--- src/rtl/uart_core.sv ---
// uart_core: 8N1 UART transceiver with a shared 16x oversampling baud tick
// and 2^FIFO_W-deep TX/RX FIFOs between the serial pins and a byte-wide host port.
module uart_core #(
  parameter int DBIT     = 8,
  parameter int SB_TICK  = 16,
  parameter int DVSR     = 163,
  parameter int DVSR_BIT = 8,
  parameter int FIFO_W   = 2
) (
  input  logic       clk,
  input  logic       reset,
  input  logic       rd_uart,
  input  logic       wr_uart,
  input  logic       rx,
  input  logic [7:0] w_data,
  output logic       tx_full,
  output logic       rx_empty,
  output logic       tx,
  output logic [7:0] r_data
);
  localparam int DEPTH = 1 << FIFO_W;
  localparam int SW    = (SB_TICK > 16) ? $clog2(SB_TICK) : 4;
  localparam int NW    = (DBIT > 1) ? $clog2(DBIT) : 1;
  localparam logic [DVSR_BIT-1:0] BAUD_LAST = DVSR_BIT'(DVSR - 1);
  localparam logic [SW-1:0]       T_MID     = SW'(7);
  localparam logic [SW-1:0]       T_BIT     = SW'(15);
  localparam logic [SW-1:0]       T_STOP    = SW'(SB_TICK - 1);
  localparam logic [NW-1:0]       N_LAST    = NW'(DBIT - 1);
  localparam logic [FIFO_W-1:0]   PONE      = FIFO_W'(1);

  typedef enum logic [1:0] {IDLE, START, DATA, STOP} state_e;

  logic [DVSR_BIT-1:0] baud_q;
  logic                tick;

  always_ff @(posedge clk) begin
    if (reset)                  baud_q <= '0;
    else if (baud_q == BAUD_LAST) baud_q <= '0;
    else                        baud_q <= baud_q + DVSR_BIT'(1);
  end
  assign tick = (baud_q == BAUD_LAST);

  // TX FIFO
  logic [7:0]        tx_mem_q [DEPTH];
  logic [FIFO_W-1:0] tx_wptr_q, tx_rptr_q;
  logic              tx_full_q, tx_empty_q;
  logic              tx_push, tx_pop;
  state_e            tx_st_q;

  assign tx_push = wr_uart && !tx_full_q;
  assign tx_pop  = (tx_st_q == IDLE) && !tx_empty_q;

  // Gating push by full and pop by empty covers the simultaneous-access cases:
  // empty+both -> write only, full+both -> read only, otherwise both advance.
  always_ff @(posedge clk) begin
    if (reset) begin
      tx_mem_q   <= '{default: '0};
      tx_wptr_q  <= '0;
      tx_rptr_q  <= '0;
      tx_full_q  <= 1'b0;
      tx_empty_q <= 1'b1;
    end else begin
      if (tx_push) begin
        tx_mem_q[tx_wptr_q] <= w_data;
        tx_wptr_q           <= tx_wptr_q + PONE;
      end
      if (tx_pop) tx_rptr_q <= tx_rptr_q + PONE;
      if (tx_push && !tx_pop) begin
        tx_empty_q <= 1'b0;
        tx_full_q  <= (tx_wptr_q + PONE) == tx_rptr_q;
      end else if (tx_pop && !tx_push) begin
        tx_full_q  <= 1'b0;
        tx_empty_q <= (tx_rptr_q + PONE) == tx_wptr_q;
      end
    end
  end

  // TX FSM
  logic [SW-1:0] tx_s_q;
  logic [NW-1:0] tx_n_q;
  logic [7:0]    tx_b_q;
  logic          tx_q;

  always_ff @(posedge clk) begin
    if (reset) begin
      tx_st_q <= IDLE;
      tx_s_q  <= '0;
      tx_n_q  <= '0;
      tx_b_q  <= '0;
      tx_q    <= 1'b1;
    end else begin
      unique case (tx_st_q)
        IDLE: if (!tx_empty_q) begin
          tx_b_q  <= tx_mem_q[tx_rptr_q];
          tx_s_q  <= '0;
          tx_q    <= 1'b0;
          tx_st_q <= START;
        end
        START: if (tick) begin
          if (tx_s_q == T_BIT) begin
            tx_s_q  <= '0;
            tx_n_q  <= '0;
            tx_q    <= tx_b_q[0];
            tx_st_q <= DATA;
          end else tx_s_q <= tx_s_q + SW'(1);
        end
        DATA: if (tick) begin
          if (tx_s_q == T_BIT) begin
            tx_s_q <= '0;
            tx_b_q <= {1'b0, tx_b_q[7:1]};
            if (tx_n_q == N_LAST) begin
              tx_q    <= 1'b1;
              tx_st_q <= STOP;
            end else begin
              tx_n_q <= tx_n_q + NW'(1);
              tx_q   <= tx_b_q[1];
            end
          end else tx_s_q <= tx_s_q + SW'(1);
        end
        STOP: if (tick) begin
          if (tx_s_q == T_STOP) tx_st_q <= IDLE;
          else                  tx_s_q  <= tx_s_q + SW'(1);
        end
        default: tx_st_q <= IDLE;
      endcase
    end
  end

  // RX synchronizer and FSM
  logic          rx_s1_q, rx_s2_q;
  state_e        rx_st_q;
  logic [SW-1:0] rx_s_q;
  logic [NW-1:0] rx_n_q;
  logic [7:0]    rx_b_q;
  logic          rx_done_q;

  always_ff @(posedge clk) begin
    if (reset) begin
      rx_s1_q   <= 1'b1;
      rx_s2_q   <= 1'b1;
      rx_st_q   <= IDLE;
      rx_s_q    <= '0;
      rx_n_q    <= '0;
      rx_b_q    <= '0;
      rx_done_q <= 1'b0;
    end else begin
      rx_s1_q   <= rx;
      rx_s2_q   <= rx_s1_q;
      rx_done_q <= 1'b0;
      unique case (rx_st_q)
        IDLE: if (!rx_s2_q) begin
          rx_s_q  <= '0;
          rx_st_q <= START;
        end
        START: if (tick) begin
          if (rx_s_q == T_MID) begin
            rx_s_q  <= '0;
            rx_n_q  <= '0;
            rx_st_q <= DATA;
          end else rx_s_q <= rx_s_q + SW'(1);
        end
        DATA: if (tick) begin
          if (rx_s_q == T_BIT) begin
            rx_s_q <= '0;
            rx_b_q <= {rx_s2_q, rx_b_q[7:1]};
            if (rx_n_q == N_LAST) rx_st_q <= STOP;
            else                  rx_n_q  <= rx_n_q + NW'(1);
          end else rx_s_q <= rx_s_q + SW'(1);
        end
        STOP: if (tick) begin
          if (rx_s_q == T_STOP) begin
            rx_done_q <= 1'b1;
            rx_st_q   <= IDLE;
          end else rx_s_q <= rx_s_q + SW'(1);
        end
        default: rx_st_q <= IDLE;
      endcase
    end
  end

  // RX FIFO
  logic [7:0]        rx_mem_q [DEPTH];
  logic [FIFO_W-1:0] rx_wptr_q, rx_rptr_q;
  logic              rx_full_q, rx_empty_q;
  logic              rx_push, rx_pop;

  assign rx_push = rx_done_q && !rx_full_q;
  assign rx_pop  = rd_uart && !rx_empty_q;

  always_ff @(posedge clk) begin
    if (reset) begin
      rx_mem_q   <= '{default: '0};
      rx_wptr_q  <= '0;
      rx_rptr_q  <= '0;
      rx_full_q  <= 1'b0;
      rx_empty_q <= 1'b1;
    end else begin
      if (rx_push) begin
        rx_mem_q[rx_wptr_q] <= rx_b_q;
        rx_wptr_q           <= rx_wptr_q + PONE;
      end
      if (rx_pop) rx_rptr_q <= rx_rptr_q + PONE;
      if (rx_push && !rx_pop) begin
        rx_empty_q <= 1'b0;
        rx_full_q  <= (rx_wptr_q + PONE) == rx_rptr_q;
      end else if (rx_pop && !rx_push) begin
        rx_full_q  <= 1'b0;
        rx_empty_q <= (rx_rptr_q + PONE) == rx_wptr_q;
      end
    end
  end

  assign tx       = tx_q;
  assign tx_full  = tx_full_q;
  assign rx_empty = rx_empty_q;
  assign r_data   = rx_mem_q[rx_rptr_q];

endmodule

--- config.mk ---
export PLATFORM = sky130hd
export DESIGN_NAME = uart_core
export DESIGN_NICKNAME = d
export VERILOG_FILES = /design/src/rtl/uart_core.sv
export SDC_FILE = /design/constraint.sdc
export NUM_CORES = 1
export LEC_CHECK = 0
export CAP_MARGIN = 0
export CORE_MARGIN = 3
export CORE_UTILIZATION = 40
export CTS_CLUSTER_DIAMETER = 40
export CTS_CLUSTER_SIZE = 20
export DETAILED_ROUTE_END_ITERATION = 12
export SETUP_SLACK_MARGIN = 0.2
export SKIP_LAST_GASP = 1
export SLEW_MARGIN = 20
export SYNTH_ARGS = -nofsm -noshare
export SYNTH_HDL_FRONTEND = slang
export SYNTH_SLANG_ARGS = --single-unit
export TNS_END_PERCENT = 10
--- constraint.sdc ---
create_clock -name clk -period 2.7 [get_ports clk]
set_clock_uncertainty 0.2 [all_clocks]
set_input_delay 0.405 -clock clk [delete_from_list [all_inputs] [get_ports clk]]
set_output_delay 0.405 -clock clk [all_outputs]
set_load 0.02 [all_outputs]
==> impl_metrics.py, run 1 <==
metrics = {
    "run_status": {
        "status": "completed",
    },
    "timing": {
        "fin_ws_ns": 0.107,
        "slew_viol_final": 0,
        "max_freq_ghz": 0.386,
        "rsz0062_at_grt": "true",
        "relSlewSlack_pct": 51.0,
        "finalHoldViolCount": 0,
        "finalSetupTns_ns": 0,
        "setup_violations": 0,
        "fin_crit_sh_pct": 96.0,
        "timing.final.crit_period_ns": 2.59,
        "worstMarginPinSlew_ns": 0.731,
    },
    "final_layout": {
        "layout.nets": 705,
        "area_growth_syn_to_layout_pct": 17.9,
        "layoutNonFillerInstCount": 857,
        "drive_gt1_share_pct": 12.0,
        "diodes": 0,
    },
    "clock_tree": {
        "cts.path.max_buffers": 2,
        "cts_tree": "done",
        "cts_hold_buffers": 0,
        "path_clk_slew_ns": 0.05,
        "cts.htree.levels": 4,
        "cts_sinks": 122,
        "cts_buffers": 17,
        "clk_latency_ns": 0.42,
        "cts.root.buffer_cell": "clkbuf_16",
    },
    "yosys": {
        "async_flop_share_pct": 0,
        "syn_area_um2": 5780,
        "yosys_warnings": 0,
        "syn_nets": 690,
        "synth_cell_types": 61,
        "postSynthAreaPerCell_um2": 8.90,
        "synth_flop_cell": "dfxtp_1",
        "synth-seq-cells": 122,
        "synth_edf_count": 0,
        "synthCells": 650,
        "seq_area_frac_synth_pct": 42.2,
    },
    "placement": {
        "placedCellCount": 826,
        "port_buffers": 23,
        "dp_hpwl_um": 8650,
        "place.gp.congestion": 0.893,
        "pre_cts_ws_ns": 0.151,
    },
    "floorplan": {
        "io_pins": 24,
        "die_h_um": 126,
        "rows": 43,
        "core_um2": 14000,
        "die-area_um2": 15900,
        "initial_utilization_pct": 41.3,
        "die_width_um": 126,
    },
    "worst_setup_path": {
        "cp.required_ns": 2.10,
        "ff2ff_setup_slack_ns": 0.28,
        "crit_path_max_fanout": 13,
        "r2r_cells": 6,
        "crit_path_top_delay_cell": "clkdlybuf4s50_1",
        "rr_endpoint": "tx_b_q[4]",
        "critical_path.startpoint": "rx_rptr_q[0]",
        "endpoint_kind": "output port",
        "path_class": "flop to output port",
        "crit_path_cell_trace": "buf_6, mux4_2, clkdlybuf4s50_1",
        "max_stage_delay_ns": 0.55,
        "crit_path_start_kind": "flop",
        "crit_arrival_ns": 1.99,
        "rr_startpoint": "baud_q[0]",
    },
    "pwr": {
        "power.density_nw_per_um2": 852,
        "peakVddDrop_v": 0.000524,
        "swShare_pct": 28.4,
        "internal_power_uw": 4160,
        "netSwitchingPower_uw": 1650,
        "pwr-share-clk_pct": 42.3,
        "p_leak_uw": 0.00243,
        "combPwrFrac_pct": 22.8,
        "seq_power_share_pct": 34.9,
    },
    "drt": {
        "detail-route-antenna-nets": 0,
        "vias_per_cell": 5.47,
        "routed_wl_um": 12800,
        "vias": 4689,
        "drc": 0,
        "drt_iter0_drc": 359,
        "drt-pass1-iter-count": 7,
        "wl_per_cell_um": 14.9,
    },
    "global_route": {
        "grt_max_degree": 53,
        "grt_overflow": 0,
        "grt_usage_pct": 16.6,
        "grt_antenna_before_repair": 0,
        "grt_pass1_vias": 4464,
        "grt_pass1_wl_um": 21800,
    },
    "min_path": {
        "hold_depth": 2,
        "min_from": "reset",
        "whs_endpoint": "tx_s_q[2]",
        "holdCritPathClass": "primary input to flop",
    },
    "job": {
        "cap_violations": 0,
    },
}
-- flip-flops by register name, indices dropped and copies added (netlist names), 2 cells and up --
name       cells
rx_mem_q      32
tx_mem_q      32
baud_q         8
rx_b_q         8
tx_b_q         8
rx_s_q         4
tx_s_q         4
rx_n_q         3
tx_n_q         3
rx_rptr_q      2
rx_st_q        2
rx_wptr_q      2
tx_rptr_q      2
tx_st_q        2
tx_wptr_q      2
-- metal layers --
metal / GRT usage [%] / wire, µm / share of wire (%)
met5: 0 / 0 / 0
met1: 21.6 / 5950 / 47
met2: 27.0 / 6090 / 48
met4: 4.86 / 148 / 1.2
met3: 4.71 / 570 / 4.5
-- cells in the final DEF, fill, tap and decap left out, types with 5 or more instances in the layout --
cell type,Yosys,layout
xnor2_1,9,9
a21oi_1,82,82
nor3_1,8,8
clkbuf_16,0,17
buf_4,1,12
o31ai_1,5,5
mux4_2,16,16
mux2_2,7,7
o21ai_0,9,8
nand3_1,78,78
clkdlybuf4s50_1,0,20
dfxtp_1,122,121
xor2_1,10,10
nand2_1,94,94
inv_1,22,22
mux2i_1,14,14
a211oi_2,7,7
o21ai_1,5,6
ha_1,27,27
clkbuf_8,0,6
nor2_1,34,34
-- worst max-delay path: cells and delay by family (launching register included) --
family,cells,cell delay (ns)
flops,1,0.32
mux,1,0.52
buf+inv,2,0.74
-- Yosys cell counts, drive strengths merged (2+ instances only) --
cell / number / area share, %
nand2: 94 / 6.1
clkbuf: 33 / 2.1
o31ai: 5 / 0.65
mux4: 16 / 6.2
nor3b: 3 / 0.39
nand4b: 2 / 0.30
xnor2: 9 / 1.4
a21boi: 2 / 0.26
or3b: 3 / 0.45
xor2: 10 / 1.5
a31o: 2 / 0.30
dfxtp: 122 / 42
nor2: 34 / 2.2
or2: 5 / 0.54
nor3: 8 / 0.69
a31oi: 2 / 0.22
o21ai: 14 / 1.2
nand4: 3 / 0.32
a21oi: 82 / 7.1
inv: 22 / 1.4
nor4: 5 / 0.80
and3: 3 / 0.32
nor2b: 6 / 0.65
mux2i: 14 / 2.4
a211oi: 9 / 1.8
buf: 6 / 0.74
ha: 27 / 5.8
nand3: 78 / 6.8
mux2: 8 / 1.6
nand2b: 2 / 0.22
-- power groups by stage --
stage	registers [µW]	clock network (µW)	logic [µW]
2_1_floorplan	2040	0	1030
3_3_place_gp	2060	0	1280
3_5_place_dp	2060	0	1320
4_1_cts	2030	2500	1320
5_1_grt	2040	2590	1460
6_report	2030	2450	1320
-- worst max-delay path by stage --
stage / endpoint / slack, ns / depth (start not counted)
floorplan: rx_st_q[0] / 0.53 / 7
global placement: tx_b_q[6] / 0.31 / 5
detailed placement: tx_b_q[3] / 0.15 / 5
CTS: r_data[6] / 0.03 / 3
global route: r_data[0] / 0.02 / 3
finish: r_data[6] / 0.11 / 3
-- kinds of logic after synthesis --
logic type                 synth area share [%]
and+or+nand+nor                            20.5
AOI/OAI and AO/OA                          14.0
DFF                                        42.2
buffers and inverters                      4.31
muxes                                      10.2
adders and majority gates                  5.84
xor gates and xnor gates                   2.88
-- per-stage QoR --
| step | instance area (µm²) | hold WS [ns] | utilization [%] | power [µW] |
|---|---|---|---|---|
| CTS | 6810 | 0.000771 | 48.7 | 5860 |
| global placement | 6160 | 0.198 | 44.1 | 3340 |
| finish | 6820 | 0.00998 | 48.7 | 5810 |
| detailed placement | 6160 | 0.201 | 44.1 | 3380 |
| floorplan | 5780 | 0.189 | - | 3070 |
| global route | 6820 | 0.0177 | 48.7 | 6090 |
-- final cells by class --
type | count | area [µm²]
Clock buffer | 24 | 512
Clock inverter | 7 | 135
Fill cell | 1283 | 7170
Inverter | 22 | 82.6
Multi-Input combinational cell | 467 | 3100
Sequential cell | 122 | 2440
Tap cell | 180 | 225
Timing Repair Buffer | 35 | 323
-- repair_timing --
action                                  4_1_cts  5_1_grt
buffers inserted                              0        0
endpoints found under the setup margin       15       19
gates resized for setup                       1        4
No activity file was read; power rests on OpenSTA's default activity.
==> run 2: changes to the inputs <==
==> constraint.sdc (replaced) <==
create_clock -name clk -period 2.7 [get_ports clk]
set_clock_uncertainty 0.2 [all_clocks]
set_input_delay 0.405 -clock clk [delete_from_list [all_inputs] [get_ports clk]]
set_output_delay 0.405 -clock clk [all_outputs]
set_load 0.01 [all_outputs]
==> impl_metrics.py, run 2 (same netlist as run 1, synthesis figures left out) <==
metrics = {
    "clock_tree": {
        "clk_latency_ns": 0.41,
        "cts_buffers": 17,
        "cts.root.buffer_cell": "clkbuf_16",
        "cts.htree.levels": 4,
        "cts_hold_buffers": 0,
        "cts_sinks": 122,
        "path_clk_slew_ns": 0.05,
        "cts_tree": "done",
        "cts.path.max_buffers": 2,
    },
    "floorplan": {
        "die_h_um": 126,
        "die-area_um2": 15900,
        "core_um2": 14000,
        "io_pins": 24,
        "rows": 43,
        "initial_utilization_pct": 41.3,
        "die_width_um": 126,
    },
    "worst_setup_path": {
        "crit_path_max_fanout": 13,
        "ff2ff_setup_slack_ns": 0.29,
        "rr_startpoint": "baud_q[5]",
        "crit_path_start_kind": "flop",
        "rr_endpoint": "tx_b_q[1]",
        "max_stage_delay_ns": 0.50,
        "cp.required_ns": 2.10,
        "path_class": "flop to output port",
        "crit_arrival_ns": 1.92,
        "crit_buf_inv": 2,
        "crit_path_top_delay_cell": "mux4_2",
        "cp_top_family": "buffers and inverters",
        "endpoint_kind": "output port",
        "crit_path_cell_trace": "buf_12, mux4_2, clkdlybuf4s50_1",
        "r2r_cells": 4,
    },
    "drt": {
        "drt-pass1-iter-count": 5,
        "detail-route-antenna-nets": 0,
        "wl_per_cell_um": 15.1,
        "vias": 4656,
        "routed_wl_um": 12900,
        "drc": 0,
        "vias_per_cell": 5.43,
        "drt_iter0_drc": 303,
    },
    "global_route": {
        "grt_antenna_before_repair": 0,
        "grt_max_degree": 54,
        "grt_usage_pct": 16.5,
        "grt_overflow": 0,
        "grt_pass1_vias": 4605,
        "grt_pass1_wl_um": 21800,
    },
    "timing": {
        "finalSetupTns_ns": 0,
        "setup_violations": 0,
        "finalHoldViolCount": 0,
        "worstMarginPinSlew_ns": 0.602,
        "slew_viol_final": 0,
        "relSlewSlack_pct": 58.8,
        "timing.final.crit_period_ns": 2.52,
        "rsz0062_at_grt": "true",
        "max_freq_ghz": 0.397,
        "fin_crit_sh_pct": 93.4,
    },
    "min_path": {
        "hold_depth": 2,
        "holdCritPathClass": "primary input to flop",
        "min_from": "reset",
        "whs_endpoint": "tx_s_q[2]",
    },
    "final_layout": {
        "reg_top3": "rx_mem_q (32), tx_mem_q (32)",
        "final_cell_mix": "dfxtp_1, nand2_1, a21oi_1",
        "layout_commonest_cell": "dfxtp_1",
        "diodes": 0,
        "utilization_pct": 48.2,
        "area_growth_syn_to_layout_pct": 16.7,
        "layoutNonFillerInstCount": 858,
        "layout.nets": 706,
        "drive_gt1_share_pct": 11.5,
    },
    "run_status": {
        "status": "completed",
    },
    "pwr": {
        "peakVddDrop_v": 0.000482,
        "p_leak_uw": 0.00239,
        "power.density_nw_per_um2": 815,
    },
    "placement": {
        "dp_hpwl_um": 8720,
        "placedCellCount": 827,
        "port_buffers": 23,
        "place.gp.congestion": 0.919,
    },
    "job": {
        "cap_violations": 0,
    },
}
-- run 2: cell types whose count changed in the layout (fill, tap and decap cells not counted), moves of 2 or more --
cell	delta
clkbuf_1	+3
clkbuf_8	-4
clkinvlp_4	+2
bufinv_16	-2
-- run 2: worst max path at each step --
stage	startpoint	to	slack [ns]	depth (start not counted)
3_5_place_dp	tx_st_q[0]	tx_b_q[5]	0.21	5
3_3_place_gp	tx_st_q[0]	tx_b_q[6]	0.30	5
4_1_cts	rx_rptr_q[0]	r_data[3]	0.15	3
5_1_grt	rx_rptr_q[0]	r_data[3]	0.09	3
6_report	rx_rptr_q[0]	r_data[7]	0.18	3
2_1_floorplan	rx_st_q[0]	rx_st_q[0]	0.53	7
-- run 2: metrics by stage --
step                      worst slack [ns]  power, µW  instance area, µm²  hold WS, ns
final                                0.178       5500                6750       0.0336
after global routing                0.0918       5770                6750       0.0382
after CTS                            0.150       5530                6750       0.0216
after detailed placement             0.215       3360                6170        0.199
after global placement               0.297       3330                6170        0.195
after floorplan                      0.531       3070                5780        0.189
-- run 2: report_power, final --
part           internal [µW]  switching [µW]
registers               1930             101
logic                    552             758
clock network           1390             768
-- run 2: repair_timing --
| item | CTS | global route |
|---|---|---|
| gates resized for setup | 4 | 2 |
| pin swaps | 0 | 0 |
| setup endpoints to repair | 10 | 16 |
| buffers inserted | 0 | 0 |
-- run 2: routing by layer --
metal	vias up	share of wire (%)	GRT usage (%)	wire length, µm
met5	-	0	0	0
met4	0	1.4	5.05	180
met3	20	4.4	4.92	563
met2	98	48	27.3	6140
met1	2209	47	20.8	6030
li1	2329	-	-	-
-- run 2: final cells by class --
cell class | count | area, µm²
Inverter | 22 | 82.6
Sequential cell | 122 | 2440
Clock buffer | 23 | 468
Tap cell | 180 | 225
Clock inverter | 8 | 95.1
Fill cell | 1359 | 7240
Multi-Input combinational cell | 467 | 3100
Timing Repair Buffer | 36 | 339
==> run 3: changes to the inputs <==
--- a/config.mk
+++ b/config.mk
@@ -11,7 +11,8 @@
 export CTS_CLUSTER_DIAMETER = 40
 export CTS_CLUSTER_SIZE = 20
 export DETAILED_ROUTE_END_ITERATION = 12
-export SETUP_SLACK_MARGIN = 0.2
+export REMOVE_ABC_BUFFERS = 1
+export SETUP_SLACK_MARGIN = 0.3
 export SKIP_LAST_GASP = 1
 export SLEW_MARGIN = 20
 export SYNTH_ARGS = -nofsm -noshare
==> impl_metrics.py, run 3 (same netlist as run 1, synthesis figures left out) <==
metrics = {
    "job": {
        "cap_violations": 0,
    },
    "final_layout": {
        "reg_top3": "rx_mem_q (32), tx_mem_q (32)",
        "area_growth_syn_to_layout_pct": 17.4,
        "final_cell_mix": "dfxtp_1, nand2_1, a21oi_1",
        "fillers": 1304,
        "diodes": 0,
        "layout.nets": 710,
        "layout_commonest_cell": "dfxtp_1",
        "drive_gt1_share_pct": 12.9,
    },
    "floorplan": {
        "initial_utilization_pct": 41.3,
        "die_h_um": 126,
        "die_width_um": 126,
        "core_um2": 14000,
        "io_pins": 24,
        "rows": 43,
        "die-area_um2": 15900,
    },
    "timing": {
        "rsz0062_at_grt": "true",
        "finalHoldViolCount": 0,
        "worstMarginPinSlew_ns": 0.625,
        "fin_crit_sh_pct": 94.0,
        "timing.final.crit_period_ns": 2.54,
        "setup_violations": 0,
        "slew_viol_final": 0,
        "relSlewSlack_pct": 57.3,
        "finalSetupTns_ns": 0,
        "fin_ws_ns": 0.161,
        "max_freq_ghz": 0.394,
    },
    "placement": {
        "place.gp.congestion": 0.791,
        "pre_cts_ws_ns": 0.405,
        "port_buffers": 23,
        "dp_hpwl_um": 8650,
    },
    "pwr": {
        "peakVddDrop_v": 0.000518,
        "power.density_nw_per_um2": 811,
        "p_leak_uw": 0.00241,
    },
    "worst_setup_path": {
        "crit_arrival_ns": 1.93,
        "rr_endpoint": "tx_b_q[3]",
        "rr_startpoint": "baud_q[5]",
        "crit_path_start_kind": "flop",
        "cp.required_ns": 2.10,
        "endpoint": "r_data[0]",
        "critical_path.startpoint": "rx_rptr_q[0]",
        "path_class": "flop to output port",
        "crit_path_max_fanout": 13,
        "endpoint_kind": "output port",
        "crit_path_top_delay_cell": "mux4_2",
        "max_stage_delay_ns": 0.51,
        "r2r_cells": 4,
        "ff2ff_setup_slack_ns": 0.38,
        "crit_path_cell_trace": "buf_12, mux4_2, clkdlybuf4s50_1",
    },
    "run_status": {
        "status": "completed",
    },
    "drt": {
        "vias": 4750,
        "wl_per_cell_um": 15.2,
        "drt-pass1-iter-count": 5,
        "drt_iter0_drc": 315,
        "vias_per_cell": 5.50,
        "detail-route-antenna-nets": 0,
        "routed_wl_um": 13200,
        "drc": 0,
    },
    "global_route": {
        "gr-usage-met1_pct": 21.0,
        "grt_overflow": 0,
        "grt.busiest_layer": "met2",
        "grt_pass1_vias": 4641,
        "grt_antenna_before_repair": 0,
        "grt_max_degree": 98,
        "met3_usage_pct": 4.79,
        "grt_pass1_wl_um": 22200,
        "met2_usage_pct": 28.0,
        "grt_usage_pct": 17.0,
    },
    "min_path": {
        "holdCritPathClass": "primary input to flop",
        "hold_depth": 2,
    },
    "clock_tree": {
        "cts.root.buffer_cell": "clkbuf_16",
        "cts.htree.levels": 4,
        "cts.path.max_buffers": 2,
        "cts_buffers": 17,
        "cts_tree": "done",
        "path_clk_slew_ns": 0.06,
        "clk_latency_ns": 0.42,
        "cts_sinks": 122,
        "cts_hold_buffers": 0,
    },
}
==> run 3: layer usage <==
layer | part of all wire [%] | wire, µm
met5 | 0 | 0
met4 | 1.5 | 191
met3 | 5.2 | 678
met2 | 50 | 6560
met1 | 44 | 5720
==> run 3: power by group <==
| part | total [µW] | internal, µW | switching, µW |
|---|---|---|---|
| clock network | 2150 | 1290 | 858 |
| logic | 1340 | 582 | 759 |
| registers | 2030 | 1920 | 101 |
| total | 5510 | 3790 | 1720 |
==> run 3: cell type report <==
class                   count  area [µm²]  share of cell area, %
clock buffers              18         439                   6.47
well taps                 180         225                   3.32
flip-flops and latches    122        2440                   36.0
inverters                  22        82.6                   1.22
multi-input cells         467        3100                   45.6
repair buffers             40         382                   5.62
clock inverters            14         123                   1.81
==> run 3: how the worst min path moves through the flow <==
stage | start | to
6_report | reset | tx_st_q[1]
5_1_grt | reset | tx_st_q[1]
4_1_cts | reset | tx_st_q[1]
3_5_place_dp | rx_s1_q | rx_s2_q
3_3_place_gp | rx_s1_q | rx_s2_q
2_1_floorplan | rx_s1_q | rx_s2_q
==> run 3: through the flow <==
step	cells	hold WS (ns)	total power [µW]	cell area (µm²)	util [%]
after floorplan	611	0.189	3000	5620	-
after global placement	831	0.192	3360	6210	44.4
after global routing	863	0.0889	5820	6790	48.6
final	863	0.0844	5510	6790	48.6
after CTS	863	0.0802	5550	6790	48.5
after detailed placement	831	0.193	3400	6210	44.4
==> run 3: critical path: cells and delay by family (launching register included) <==
kind | cells | cell delay, ns
mux | 1 | 0.51
buf+inv | 2 | 0.66
flops | 1 | 0.35
==> run 3: repair_timing <==
item | CTS | global route
resized for setup | 5 | 1
gates cloned | 0 | 0
endpoints found under the setup margin | 8 | 17
buffers inserted | 0 | 0
